===== src/rtl/vga_display_if.sv =====
// Video port bundle between the VGA front-end (master) and the game loop / monitor (slave).
interface vga_display_if;
    logic [3:0]  category;
    logic [9:0]  pixel_x;
    logic [9:0]  pixel_y;
    logic        hsync;
    logic        vsync;
    logic [11:0] rgb;
    logic        frame_tick;

    modport master (
        input  category,
        output pixel_x, pixel_y, hsync, vsync, rgb, frame_tick
    );

    modport slave (
        output category,
        input  pixel_x, pixel_y, hsync, vsync, rgb, frame_tick
    );
endinterface


===== src/rtl/vga_display.sv =====
// 640x480@60 VGA timing from a 100 MHz clock: one pixel per 4 clks, category sampled on phase 2,
// rgb/hsync/vsync registered together 3 clks after pixel_x/pixel_y change; no backpressure.
module vga_display #(
    parameter int unsigned H_VISIBLE  = 640,
    parameter int unsigned H_FRONT    = 16,
    parameter int unsigned H_SYNC     = 96,
    parameter int unsigned H_BACK     = 48,
    parameter int unsigned V_VISIBLE  = 480,
    parameter int unsigned V_FRONT    = 10,
    parameter int unsigned V_SYNC     = 2,
    parameter int unsigned V_BACK     = 33,
    parameter logic [11:0] COLOR_NONE = 12'h000,
    parameter logic [11:0] COLOR_WALL = 12'h888,
    parameter logic [11:0] COLOR_TANK = 12'h0F0,
    parameter logic [11:0] COLOR_ERR  = 12'hF0F
) (
    input  logic          clk_100mhz,
    input  logic          rst,
    vga_display_if.master vga
);

    localparam int unsigned H_TOTAL = H_VISIBLE + H_FRONT + H_SYNC + H_BACK;
    localparam int unsigned V_TOTAL = V_VISIBLE + V_FRONT + V_SYNC + V_BACK;

    localparam logic [9:0] H_LAST   = 10'(H_TOTAL - 1);
    localparam logic [9:0] V_LAST   = 10'(V_TOTAL - 1);
    localparam logic [9:0] H_VIS    = 10'(H_VISIBLE);
    localparam logic [9:0] V_VIS    = 10'(V_VISIBLE);
    localparam logic [9:0] HS_FIRST = 10'(H_VISIBLE + H_FRONT);
    localparam logic [9:0] HS_LAST  = 10'(H_VISIBLE + H_FRONT + H_SYNC - 1);
    localparam logic [9:0] VS_FIRST = 10'(V_VISIBLE + V_FRONT);
    localparam logic [9:0] VS_LAST  = 10'(V_VISIBLE + V_FRONT + V_SYNC - 1);

    logic [1:0]  phase_q, phase_d;
    logic [9:0]  x_q, x_d;
    logic [9:0]  y_q, y_d;
    logic        hsync_q, hsync_d;
    logic        vsync_q, vsync_d;
    logic [11:0] rgb_q, rgb_d;
    logic        render_en;
    logic        video_on;

    function automatic logic [11:0] color(input logic [3:0] cat);
        case (cat)
            4'd0:    color = COLOR_NONE;
            4'd1:    color = COLOR_WALL;
            4'd2:    color = COLOR_TANK;
            default: color = COLOR_ERR;
        endcase
    endfunction

    always_comb begin
        phase_d = phase_q + 2'd1;
        x_d     = x_q;
        y_d     = y_q;
        if (phase_q == 2'd3) begin
            if (x_q == H_LAST) begin
                x_d = '0;
                y_d = (y_q == V_LAST) ? '0 : y_q + 10'd1;
            end else begin
                x_d = x_q + 10'd1;
            end
        end
    end

    // The game loop's category is settled by phase 2, so the render stage only latches then.
    always_comb begin
        render_en = (phase_q == 2'd2);
        video_on  = (x_q < H_VIS) && (y_q < V_VIS);
        rgb_d     = video_on ? color(vga.category) : 12'h000;
        hsync_d   = ~((x_q >= HS_FIRST) && (x_q <= HS_LAST));
        vsync_d   = ~((y_q >= VS_FIRST) && (y_q <= VS_LAST));
    end

    always_ff @(posedge clk_100mhz or posedge rst) begin
        if (rst) begin
            phase_q <= '0;
            x_q     <= '0;
            y_q     <= '0;
            hsync_q <= 1'b1;
            vsync_q <= 1'b1;
            rgb_q   <= '0;
        end else begin
            phase_q <= phase_d;
            x_q     <= x_d;
            y_q     <= y_d;
            if (render_en) begin
                rgb_q   <= rgb_d;
                hsync_q <= hsync_d;
                vsync_q <= vsync_d;
            end
        end
    end

    always_ff @(posedge clk_100mhz) begin
        assert ((H_TOTAL <= 1023) && (V_TOTAL <= 1023))
            else $error("vga_display: timing totals exceed 10-bit counter range");
    end

    // Gated by rst so the tick is low while held in reset yet fires on the first clk after release.
    assign vga.frame_tick = ~rst && (phase_q == 2'd0) && (x_q == 10'd0) && (y_q == 10'd0);
    assign vga.pixel_x    = x_q;
    assign vga.pixel_y    = y_q;
    assign vga.hsync      = hsync_q;
    assign vga.vsync      = vsync_q;
    assign vga.rgb        = rgb_q;

endmodule


===== src/flat_wrapper.sv =====
// flat-port wrapper written by rule: the top's interface ports become plain ports
module vga_display_flat 
#(
    parameter int unsigned H_VISIBLE  = 640,
    parameter int unsigned H_FRONT    = 16,
    parameter int unsigned H_SYNC     = 96,
    parameter int unsigned H_BACK     = 48,
    parameter int unsigned V_VISIBLE  = 480,
    parameter int unsigned V_FRONT    = 10,
    parameter int unsigned V_SYNC     = 2,
    parameter int unsigned V_BACK     = 33,
    parameter logic [11:0] COLOR_NONE = 12'h000,
    parameter logic [11:0] COLOR_WALL = 12'h888,
    parameter logic [11:0] COLOR_TANK = 12'h0F0,
    parameter logic [11:0] COLOR_ERR  = 12'hF0F
)
  (clk_100mhz, rst, vga_category, vga_pixel_x, vga_pixel_y, vga_hsync, vga_vsync, vga_rgb, vga_frame_tick);
  vga_display_if vga_i ();
  input  logic clk_100mhz;
  input  logic rst;
  input wire logic [$bits(vga_i.category)-1:0] vga_category;
  output wire logic [$bits(vga_i.pixel_x)-1:0] vga_pixel_x;
  output wire logic [$bits(vga_i.pixel_y)-1:0] vga_pixel_y;
  output wire logic [$bits(vga_i.hsync)-1:0] vga_hsync;
  output wire logic [$bits(vga_i.vsync)-1:0] vga_vsync;
  output wire logic [$bits(vga_i.rgb)-1:0] vga_rgb;
  output wire logic [$bits(vga_i.frame_tick)-1:0] vga_frame_tick;
  assign vga_i.category = vga_category;
  assign vga_pixel_x = vga_i.pixel_x;
  assign vga_pixel_y = vga_i.pixel_y;
  assign vga_hsync = vga_i.hsync;
  assign vga_vsync = vga_i.vsync;
  assign vga_rgb = vga_i.rgb;
  assign vga_frame_tick = vga_i.frame_tick;
  vga_display #(.H_VISIBLE(H_VISIBLE), .H_FRONT(H_FRONT), .H_SYNC(H_SYNC), .H_BACK(H_BACK), .V_VISIBLE(V_VISIBLE), .V_FRONT(V_FRONT), .V_SYNC(V_SYNC), .V_BACK(V_BACK), .COLOR_NONE(COLOR_NONE), .COLOR_WALL(COLOR_WALL), .COLOR_TANK(COLOR_TANK), .COLOR_ERR(COLOR_ERR)) u_core (.clk_100mhz(clk_100mhz), .rst(rst), .vga(vga_i));
endmodule

===== config.mk =====
export PLATFORM = sky130hd
export DESIGN_NAME = vga_display_flat
export DESIGN_NICKNAME = d
export VERILOG_FILES = /design/src/rtl/vga_display_if.sv /design/src/rtl/vga_display.sv /design/src/flat_wrapper.sv
export SDC_FILE = /design/constraint.sdc
export NUM_CORES = 1
export LEC_CHECK = 0
export CAP_MARGIN = 10
export CORE_ASPECT_RATIO = 1.4
export CORE_MARGIN = 2
export CORE_UTILIZATION = 50
export CTS_BUF_LIST = sky130_fd_sc_hd__clkbuf_4 sky130_fd_sc_hd__clkbuf_8
export DETAILED_ROUTE_END_ITERATION = 6
export GPL_TIMING_DRIVEN = 1
export PLACE_DENSITY_LB_ADDON = 0.05
export SETUP_SLACK_MARGIN = 0.1
export SLEW_MARGIN = 15
export SYNTH_ARGS = -nofsm -noshare
export SYNTH_HDL_FRONTEND = slang
export SYNTH_SLANG_ARGS = --single-unit

===== constraint.sdc =====
create_clock -name clk_100mhz -period 1.9 [get_ports clk_100mhz]
set_clock_uncertainty 0.05 [all_clocks]
set_input_delay 0.38 -clock clk_100mhz [delete_from_list [all_inputs] [get_ports clk_100mhz]]
set_output_delay 0.38 -clock clk_100mhz [all_outputs]
set_load 0.02 [all_outputs]

==> metrics.txt, run 1 <==
share of layout cells above drive strength 1 0.2398; max cap viols 0; GR Util All Layers 0.2250; pins over their slew limit 0; Final Core Density 0.7431; RSZ-0062 raised after global routing true; FMAX 474.4 MHz; fin worst setup slack -0.2079 ns; worst min-delay path class flop to flop; FF-to-FF path depth 6; Critical Path AT 1.68 ns; Syn Inst Count 159; chip width 51.50 µm; r2r endpoint u_core.vga.pixel_x[9]; post-route antenna net violation count 0; total power divided by cell area 457.0 mW/mm²; CTS buffer count 3; Synth top area share 0.4120; Skew-Pair Late Insertion Delay 0.27 ns; Setup Fix Bufs, Post-CTS 0; r2r setup slk 0.17 ns; Routed WL 3767 µm; I/O pin cnt 41; H-tree depth 1; RR Startpoint u_core.vga.pixel_x[0]; final net count 236; 1st-iter DRT viols 31; Final period util 1.109; crit path cell chain inv_2, ha_1, nor4bb_4, nand4_1, nor4_4, buf_4; die height 70.49 µm; Reg clk slew, reported paths 0.09 ns; top post-synthesis cells by area dfrtp_1 41%, ha_1 6.3%, buf_4 4.3%, inv_1 3.6%, dfstp_2 3.3%; measured slew at the worst slew-check pin 0.4910 ns; first-pass GRT wire length 6258 µm; setup violators final 1; Synth area leader dfrtp_1; Fin Setup TNS -0.2079 ns; worst path buffer plus inverter count 2; commonest cells after routing, fill and taps aside 32 x buf_4, 24 x dfrtp_1, 18 x dlygate4sd2_1, 14 x inv_1, 11 x clkdlybuf4s50_1; start point of the critical path u_core.vga.pixel_x[0]; net count after synthesis 173; CP delay by family, top simple AND/OR/NAND/NOR gates; failing checks negative setup slack; largest net degree at the start of global routing 19; register area share after synthesis 0.4453; Post-synth EDFFs 0; status complete, but fails checks; FF+latch count, synth 28; DRC Markers 0; Worst Hold Launch u_core.vga.rgb[7]; grt ovf 0; Sequential Area 705.7 µm²; row count 24; fill count 241; multi-input logic area 757.0 µm²; Worst VDD drop 440.8 µV; final hold vios 0; Setup crit end vga_frame_tick; CP required 1.47 ns; Mapped Avg Cell Area 9.931 µm²; critical path class flop to output pin; most used flip-flop cell after synthesis dfrtp_1; routed vias 1381; antenna violations before repair 0; number of global-route vias before repair 1382; vias per inst 5.312; GPL Wtd Cong 0.9064; Ys Warns 0; DP Wirelength 2907 µm; worst-case clock buffer depth 2; Starting Density 0.5155; Min Clock Period, post-route 2.108 ns; Layout area overhead 44.14%; unique cell type count in the Yosys netlist 39; CTS tree yes; Rel. slew slack 0.6723; leak pwr 1.203 nW; kind of start point of the critical path flop; core box area 0.003063 mm²; ANT cells 0; Root Driver clkbuf_8; CP max stage delay 0.42 ns; Synth Cell Area 0.001579 mm²; commonest non-fill, non-tap cell in the layout buf_4; Sink Count 28; Crit path depth 6; pre-CTS setup slack -0.6197 ns; Worst Path Max Fanout 2; hold_ws 0.4449 ns; crit path max-delay cell type dfrtp_2; IO Port Bufs 40; CP Capture Type output pin; die area 0.003630 mm²; Async SR Flop Fraction 1.000; 1st-pass router iterations 4; average wire per standard cell 14.49 µm
==> worst register-to-register path, stage by stage, from the launching register on <==
cell	delay, ns
dfrtp_2	0.42
buf_4	0.16
ha_2	0.19
and4_4	0.18
and4b_2	0.26
a211o_2	0.31
o211ai_1	0.09
==> stage by stage <==
stage,power (W),instance area [µm²],std cells
floorplan,0.0006544,1600,159
global placement,0.0006867,2192,256
detailed placement,0.0006882,2192,256
CTS,0.001050,2230,260
global route,0.001085,2276,260
finish,0.001040,2276,260
==> how the worst min path moves through the flow <==
stage                              to  slack [ns]  depth (start not counted)
detailed placement  u_core.vga.rgb[7]        0.44                          2
global route         u_core.vga.vsync        0.47                          2
finish              u_core.vga.rgb[7]        0.44                          2
CTS                 u_core.phase_q[1]        0.44                          2
global placement    u_core.vga.rgb[7]        0.42                          2
floorplan           u_core.phase_q[0]        0.38                          1
==> sequential cells by signal, indices dropped and copies added, names as in the netlist <==
name                flops
u_core.vga.pixel_x     10
u_core.vga.pixel_y     10
u_core.vga.rgb          4
u_core.phase_q          2
u_core.vga.hsync        1
u_core.vga.vsync        1
==> layer usage <==
layer / up-vias / wire, µm / part of all wire / GRT usage
met5: - / 0 / 0 / 0
met4: 0 / 75 / 0.020 / 0.08480
met3: 6 / 110 / 0.029 / 0.01923
met2: 31 / 1963 / 0.52 / 0.4031
met1: 664 / 1617 / 0.43 / 0.2711
li1: 680 / - / - / -
==> cell usage after synthesis, types with 3 or more instances <==
cell type,number
nand3_1,9
and3_1,5
xnor2_1,6
buf_6,3
nor2_1,6
o22ai_1,4
nand2_1,9
ha_1,8
o21ai_0,6
a21oi_1,6
nand4_1,6
buf_4,9
xor2_1,4
nor4_1,3
inv_1,15
mux2i_1,4
nor3_1,4
dfrtp_1,26
==> power breakdown <==
group          switching (W)  total (W)  internal [W]
combinational      0.0000384  0.0000727     0.0000343
clock               0.000180   0.000365      0.000185
sequential        0.00000308   0.000602      0.000599
==> area by class of cell <==
class | count | area share
flip-flops and latches | 28 | 0.3101
inverters | 15 | 0.02474
clock buffers | 4 | 0.02419
multi-input cells | 102 | 0.3326
repair buffers | 72 | 0.2870
well taps | 39 | 0.02144
==> cells by family (layout without fill, tap and decap cells) <==
| logic type | Yosys count | count (layout) | synth area share |
|---|---|---|---|
| muxes | 4 | 4 | 0.02536 |
| AOI/OAI and AO/OA | 23 | 23 | 0.08875 |
| adders and majority gates | 8 | 8 | 0.06339 |
| buffers and inverters | 29 | 91 | 0.1054 |
| xor gates and xnor gates | 10 | 10 | 0.05546 |
| DFF | 28 | 28 | 0.4453 |
| and+or+nand+nor | 57 | 57 | 0.2163 |
==> timing repair <==
action                     CTS  global route
pin swaps                    2             1
resized for setup           26            15
setup endpoints to repair   20            17
hold buffers                 0             0
(Power assumes the default switching activity.)
==> run 2, diff against run 1 <==
--- a/config.mk
+++ b/config.mk
@@ -5,7 +5,6 @@
 export SDC_FILE = /design/constraint.sdc
 export NUM_CORES = 1
 export LEC_CHECK = 0
-export CAP_MARGIN = 10
 export CORE_ASPECT_RATIO = 1.4
 export CORE_MARGIN = 2
 export CORE_UTILIZATION = 50
==> results of run 2 <==
Same layout as run 1: the final DEF is identical, and so are final timing and power.
